File: src/rtl/ram_dump.sv
// ram_dump: streams one channel of the capture RAM to the UART, oldest sample first
module ram_dump #(
  parameter int ENTRIES = 384,
  parameter int AW      = 9
) (
  input  logic          clk,
  input  logic          rst_n,
  input  logic          dump_en,
  input  logic [2:0]    dump_chan,
  input  logic [AW-1:0] start_addr,
  output logic [AW-1:0] raddr,
  input  logic [7:0]    rdata1,
  input  logic [7:0]    rdata2,
  input  logic [7:0]    rdata3,
  input  logic [7:0]    rdata4,
  input  logic [7:0]    rdata5,
  output logic [7:0]    tx_data,
  output logic          trmt,
  input  logic          tx_done,
  output logic          busy,
  output logic          dump_done
);
  typedef enum logic [1:0] {IDLE, RD_WAIT, LOAD, TX_WAIT} state_t;
  localparam logic [AW-1:0] LAST = AW'(ENTRIES - 1);
  state_t        r_state, w_next;
  logic [2:0]    r_chan, w_chan_n;
  logic [AW-1:0] r_raddr, w_raddr_n, r_cnt, w_cnt_n, w_start_addr, w_raddr_inc;
  logic [7:0]    r_tx_data, w_tx_data_n, w_rdata;
  logic          r_trmt, w_trmt_n, r_busy, w_busy_n, r_done, w_done_n;
  logic          w_req, w_valid, w_start, w_reject, w_adv, w_last, w_step;
  // A request arriving while dump_done is still high is dropped, so a new dump
  // only starts from a quiet IDLE cycle.
  assign w_req        = (r_state == IDLE) & dump_en & ~r_done;
  assign w_valid      = (dump_chan != 3'd0) & (dump_chan < 3'd6);
  assign w_start      = w_req & w_valid;
  assign w_reject     = w_req & ~w_valid;
  assign w_adv        = (r_state == TX_WAIT) & tx_done;
  assign w_last       = r_cnt == LAST;
  assign w_step       = w_adv & ~w_last;
  assign w_start_addr = ((AW+1)'(start_addr) >= (AW+1)'(ENTRIES)) ? '0 : start_addr;
  assign w_raddr_inc  = (r_raddr == LAST) ? '0 : r_raddr + 1'b1;
  assign w_rdata      = r_chan == 3'd1 ? rdata1 :
                        r_chan == 3'd2 ? rdata2 :
                        r_chan == 3'd3 ? rdata3 :
                        r_chan == 3'd4 ? rdata4 : rdata5;
  assign raddr     = r_raddr;
  assign tx_data   = r_tx_data;
  assign trmt      = r_trmt;
  assign busy      = r_busy;
  assign dump_done = r_done;
  // State and registered outputs, cleared asynchronously so a reset aborts a dump at once
  always_ff @(posedge clk or negedge rst_n) begin
    if (!rst_n) begin
      r_state   <= IDLE;
      r_chan    <= '0;
      r_raddr   <= '0;
      r_cnt     <= '0;
      r_tx_data <= '0;
      r_trmt    <= 1'b0;
      r_busy    <= 1'b0;
      r_done    <= 1'b0;
    end else begin
      r_state   <= w_next;
      r_chan    <= w_chan_n;
      r_raddr   <= w_raddr_n;
      r_cnt     <= w_cnt_n;
      r_tx_data <= w_tx_data_n;
      r_trmt    <= w_trmt_n;
      r_busy    <= w_busy_n;
      r_done    <= w_done_n;
    end
  end
  // Next state: RD_WAIT covers the one-cycle RAM latency, TX_WAIT waits on the UART
  always_comb begin
    w_next = w_start               ? RD_WAIT :
             r_state == RD_WAIT    ? LOAD :
             r_state == LOAD       ? TX_WAIT :
             w_adv                 ? (w_last ? IDLE : RD_WAIT) : r_state;
  end
  // Next values of the datapath and strobes; tx_data only changes in LOAD so it holds across TX_WAIT
  always_comb begin
    w_chan_n    = w_start ? dump_chan : r_chan;
    w_raddr_n   = w_start ? w_start_addr : w_step ? w_raddr_inc : r_raddr;
    w_cnt_n     = w_start ? '0 : w_step ? r_cnt + 1'b1 : r_cnt;
    w_tx_data_n = (r_state == LOAD) ? w_rdata : r_tx_data;
    w_trmt_n    = r_state == LOAD;
    w_busy_n    = w_start | (r_busy & ~(w_adv & w_last));
    w_done_n    = w_reject | (w_adv & w_last);
  end
endmodule

File: config.mk
export PLATFORM = sky130hd
export DESIGN_NAME = ram_dump
export DESIGN_NICKNAME = d
export VERILOG_FILES = /design/src/rtl/ram_dump.sv
export SDC_FILE = /design/constraint.sdc
export NUM_CORES = 1
export LEC_CHECK = 0
export BUFFER_PORTS_ARGS = -buffer_cell sky130_fd_sc_hd__clkbuf_2
export CAP_MARGIN = 20
export CORE_AREA = 2 2 72 74
export CTS_BUF_LIST = sky130_fd_sc_hd__clkbuf_8
export DETAILED_ROUTE_END_ITERATION = 10
export DIE_AREA = 0 0 74 76
export PLACE_DENSITY = 0.75
export SLEW_MARGIN = 20
export SYNTH_ARGS = -nofsm -noshare
export SYNTH_HDL_FRONTEND = slang
export SYNTH_SLANG_ARGS = --single-unit
File: constraint.sdc
create_clock -name clk -period 1.75 [get_ports clk]
set_input_delay 0.2625 -clock clk [delete_from_list [all_inputs] [get_ports clk]]
set_output_delay 0.2625 -clock clk [all_outputs]
set_load 0.05 [all_outputs]
==> results.sh <==
export IMPL_status="complete, but fails checks"
export IMPL_failed_checks="hold timing"
export IMPL_ys_seq_elements=34
export IMPL_start_kind="flip-flop"
export IMPL_synth_cell_type_count=43
export IMPL_synth_edf_count=0
export IMPL_yosys_area_share_xor_xnor_pct=2.756
export IMPL_finClkSkew_ps=11.06
export IMPL_min_path_type="input pin to asynchronous set/reset pin"
export IMPL_design_area_um2=2950
export IMPL_setup_slack_ps=74.04
export IMPL_via_per_inst=5.384
export IMPL_synthAdderAreaFrac_pct=3.375
export IMPL_fin_tns_setup_ps=0
export IMPL_p_per_area_nw_per_um2=1617
export IMPL_ff2ff_setup_slack_ps=70
export IMPL_hpwl_um=4421
export IMPL_p_leak_nw=1.400
export IMPL_r2r_start="r_state[0]"
export IMPL_seqPwrFrac_pct=29.1
export IMPL_stdcell_count=417
export IMPL_required_ps=1920
export IMPL_crit_type="flip-flop to flip-flop"
export IMPL_cts_max_level=2
export IMPL_ys_async_sr_fraction_pct=100.0
export IMPL_p_clk_share_pct=15.6
export IMPL_drt_initial_drc_count=118
export IMPL_synth_top_family_by_area="simple AND/OR/NAND/NOR gates"
export IMPL_design_core_area_um2=4912
export IMPL_antenna_found_initial=0
export IMPL_synth_compound_area_share_pct=24.13
export IMPL_dr_total_vias=2245
export IMPL_core_rowCount=26
export IMPL_max_freq_mhz=596.7
export IMPL_power_frac_comb_pct=55.3
export IMPL_placed_area_um2=2760
export IMPL_numCtsBuffers=5
export IMPL_synth_area_per_cell_um2=8.758
export IMPL_critPathCaptureType="flip-flop"
export IMPL_finalCriticalPeriod_ps=1676
export IMPL_switchingPower_mw=2.258
export IMPL_cts_root_buf="clkbuf_8"
export IMPL_io_pins=76
export IMPL_areaGrowthSynthToFinish_pct=32.62
export IMPL_worst_pin_slew_ps=515.2
export IMPL_syn_nets=316
export IMPL_hold_viol_final=9
export IMPL_ys_warnings_count=0
export IMPL_fillCellCount=428
export IMPL_start_util_pct=45.29
export IMPL_post_route_util_pct=60.06
export IMPL_drv_slew=0
export IMPL_grt_max_degree=35
export IMPL_cap_violations=0
export IMPL_clock_latency_ps=290
export IMPL_yosys_mux_area_fraction_pct=1.012
export IMPL_dp_cells=404
export IMPL_drc=0
export IMPL_r2r_cells=7
export IMPL_firstDrtPassIters=4
export IMPL_cts_tree="yes"
export IMPL_grt_pass1_wl_um=9611
export IMPL_drt_total_wl_um=5911
export IMPL_ant_nets=0
export IMPL_dp_slack_ps=-27.20
export IMPL_synth_cells=254
export IMPL_slew_headroom_pct=65.50
export IMPL_cts_clk_slew_worst_paths_ps=80
export IMPL_n_antenna_cell=0
export IMPL_worst_ep_arrival_time_ps=1840
export IMPL_switching_share_pct=47.34
export IMPL_finalSetupViolations=0
export IMPL_r2r_end="r_state[1]"
export IMPL_rsz0062_at_grt="yes"
export IMPL_nNetsFinal=408
export IMPL_wl_per_cell_um=14.18
export IMPL_place_gp_congestion=0.9068
export IMPL_cp_max_fo=6
export IMPL_synthesis_area_um2=2225
export IMPL_die_h_um=76
export IMPL_overflow=0
export IMPL_die_x_um=74
export IMPL_port_buffers=75
export IMPL_fin_crit_sh_pct=95.77
export IMPL_cts_path_max_buffers=2
export IMPL_drive_above_1_share_pct=36.31
export IMPL_p_int_mw=2.512
export IMPL_yosys_area_share_simple_pct=25.37
export IMPL_track_usage_pct=21.62
export IMPL_hold_ws_ps=-5.832
export IMPL_grt_pass1_vias=2183
export IMPL_dieArea_um2=5624
export IMPL_ir_drop_uv=670.7
export IMPL_yosysSeqAreaShare_pct=38.25
export IMPL_clkSinkCount=34
export IMPL_synth_ff_type="dfrtp_1"
## power by group through the flow
stage	logic, mW	clock network (mW)	registers, mW
final	2.64	0.745	1.39
after global routing	2.88	0.792	1.43
after global placement	2.54	0	1.39
after CTS	2.60	0.768	1.38
after floorplan	1.22	0	2.04
after detailed placement	2.60	0	1.40
## cell usage after synthesis (3+ instances only)
master / count / area, um2
ha_1: 6 / 75.07
xor2_1: 5 / 43.79
dfrtp_1: 34 / 850.8
and3_1: 12 / 75.07
o22ai_1: 8 / 50.05
o211ai_1: 14 / 105.1
nand2b_1: 8 / 50.05
a21o_1: 9 / 67.56
clkbuf_1: 5 / 18.77
a31oi_1: 6 / 37.54
inv_1: 13 / 48.80
nand2_1: 19 / 71.32
nor3_1: 3 / 15.01
a21oi_1: 18 / 90.09
or3_1: 12 / 75.07
o21ai_0: 17 / 85.08
nand3_1: 16 / 80.08
buf_2: 7 / 35.03
nor2_1: 12 / 45.04
## stage by stage
stage	hold WS (ps)	total power [mW]
global route	23.52	5.101
global placement	320.1	3.935
detailed placement	324.5	3.995
finish	-5.832	4.770
CTS	1.886	4.752
floorplan	-33.09	3.258
## worst max-delay path by stage
stage,start,to,cells past startpoint
final,r_state[0],r_state[1],7
after global routing,r_state[1],raddr[3],8
after CTS,r_state[0],raddr[8],5
after detailed placement,r_state[0],raddr[1],7
after global placement,r_cnt[0],raddr[8],5
after floorplan,dump_done,r_cnt[7],5
## placed cells by master, fill, tap and decap left out, drive strengths merged, types with 2 or more instances in the layout
cell,instances
xnor2,2
dfrtp,34
nand4b,2
o22ai,8
and2,2
nand4,2
and3,12
nand3,16
xor2,5
ha,6
mux2,2
nor3,4
nand2,19
nor4,2
buf,23
nand2b,8
o211ai,15
nor2,12
o21a,2
inv,14
a21o,9
nor3b,3
a211oi,2
clkbuf,81
a21oi,18
a31oi,6
o21ai,18
or3,12
## layer usage
| layer | wire length, um | vias to the layer above | track usage, % |
|---|---|---|---|
| met1 | 2480 | 1043 | 26.44 |
| met2 | 2975 | 70 | 35.54 |
| met5 | 0 | - | 0 |
| li1 | - | 1121 | - |
| met3 | 359 | 11 | 4.894 |
| met4 | 95 | 0 | 9.818 |
## worst max-delay path: stages, from the launching register on
cell and delay, ps:
dfrtp_1 410, inv_2 60, ha_1 190, nand3b_1 120, a211oi_2 50, buf_4 170, nor4_2 210, mux2_2 360
## area by class of cell
cell class / instances / area [um2] / share of cell area (%)
well taps: 70 / 87.58 / 2.969
repair buffers: 98 / 551.8 / 18.70
flip-flops and latches: 34 / 853.3 / 28.92
multi-input cells: 194 / 1292 / 43.81
inverters: 13 / 48.80 / 1.654
clock buffers: 6 / 82.58 / 2.799
clock inverters: 2 / 33.78 / 1.145
## sequential cells by signal, indices dropped and copies added, names as in the netlist
register and count:
trmt 1, r_chan 3, r_state 2, dump_done 1
tx_data 8, raddr 9, busy 1, r_cnt 9
## cell families (layout without fill, tap and decap cells)
logic type | Yosys count | count (layout)
adder cells (fa/ha/maj) | 6 | 6
flip-flops | 34 | 34
AO/OA/AOI/OAI | 82 | 82
buffers and inverters | 26 | 119
multiplexers | 2 | 2
AND/OR/NAND/NOR | 97 | 97
XOR/XNOR | 7 | 7
## what timing repair did
item | in CTS | in global routing
setup buffers | 0 | 5
pin swaps | 1 | 1
hold buffers | 0 | 0
setup endpoints to repair | 3 | 10
resized for setup | 1 | 11
endpoints found under the hold margin | 0 | 0
Power figures use the tool's default switching activity.
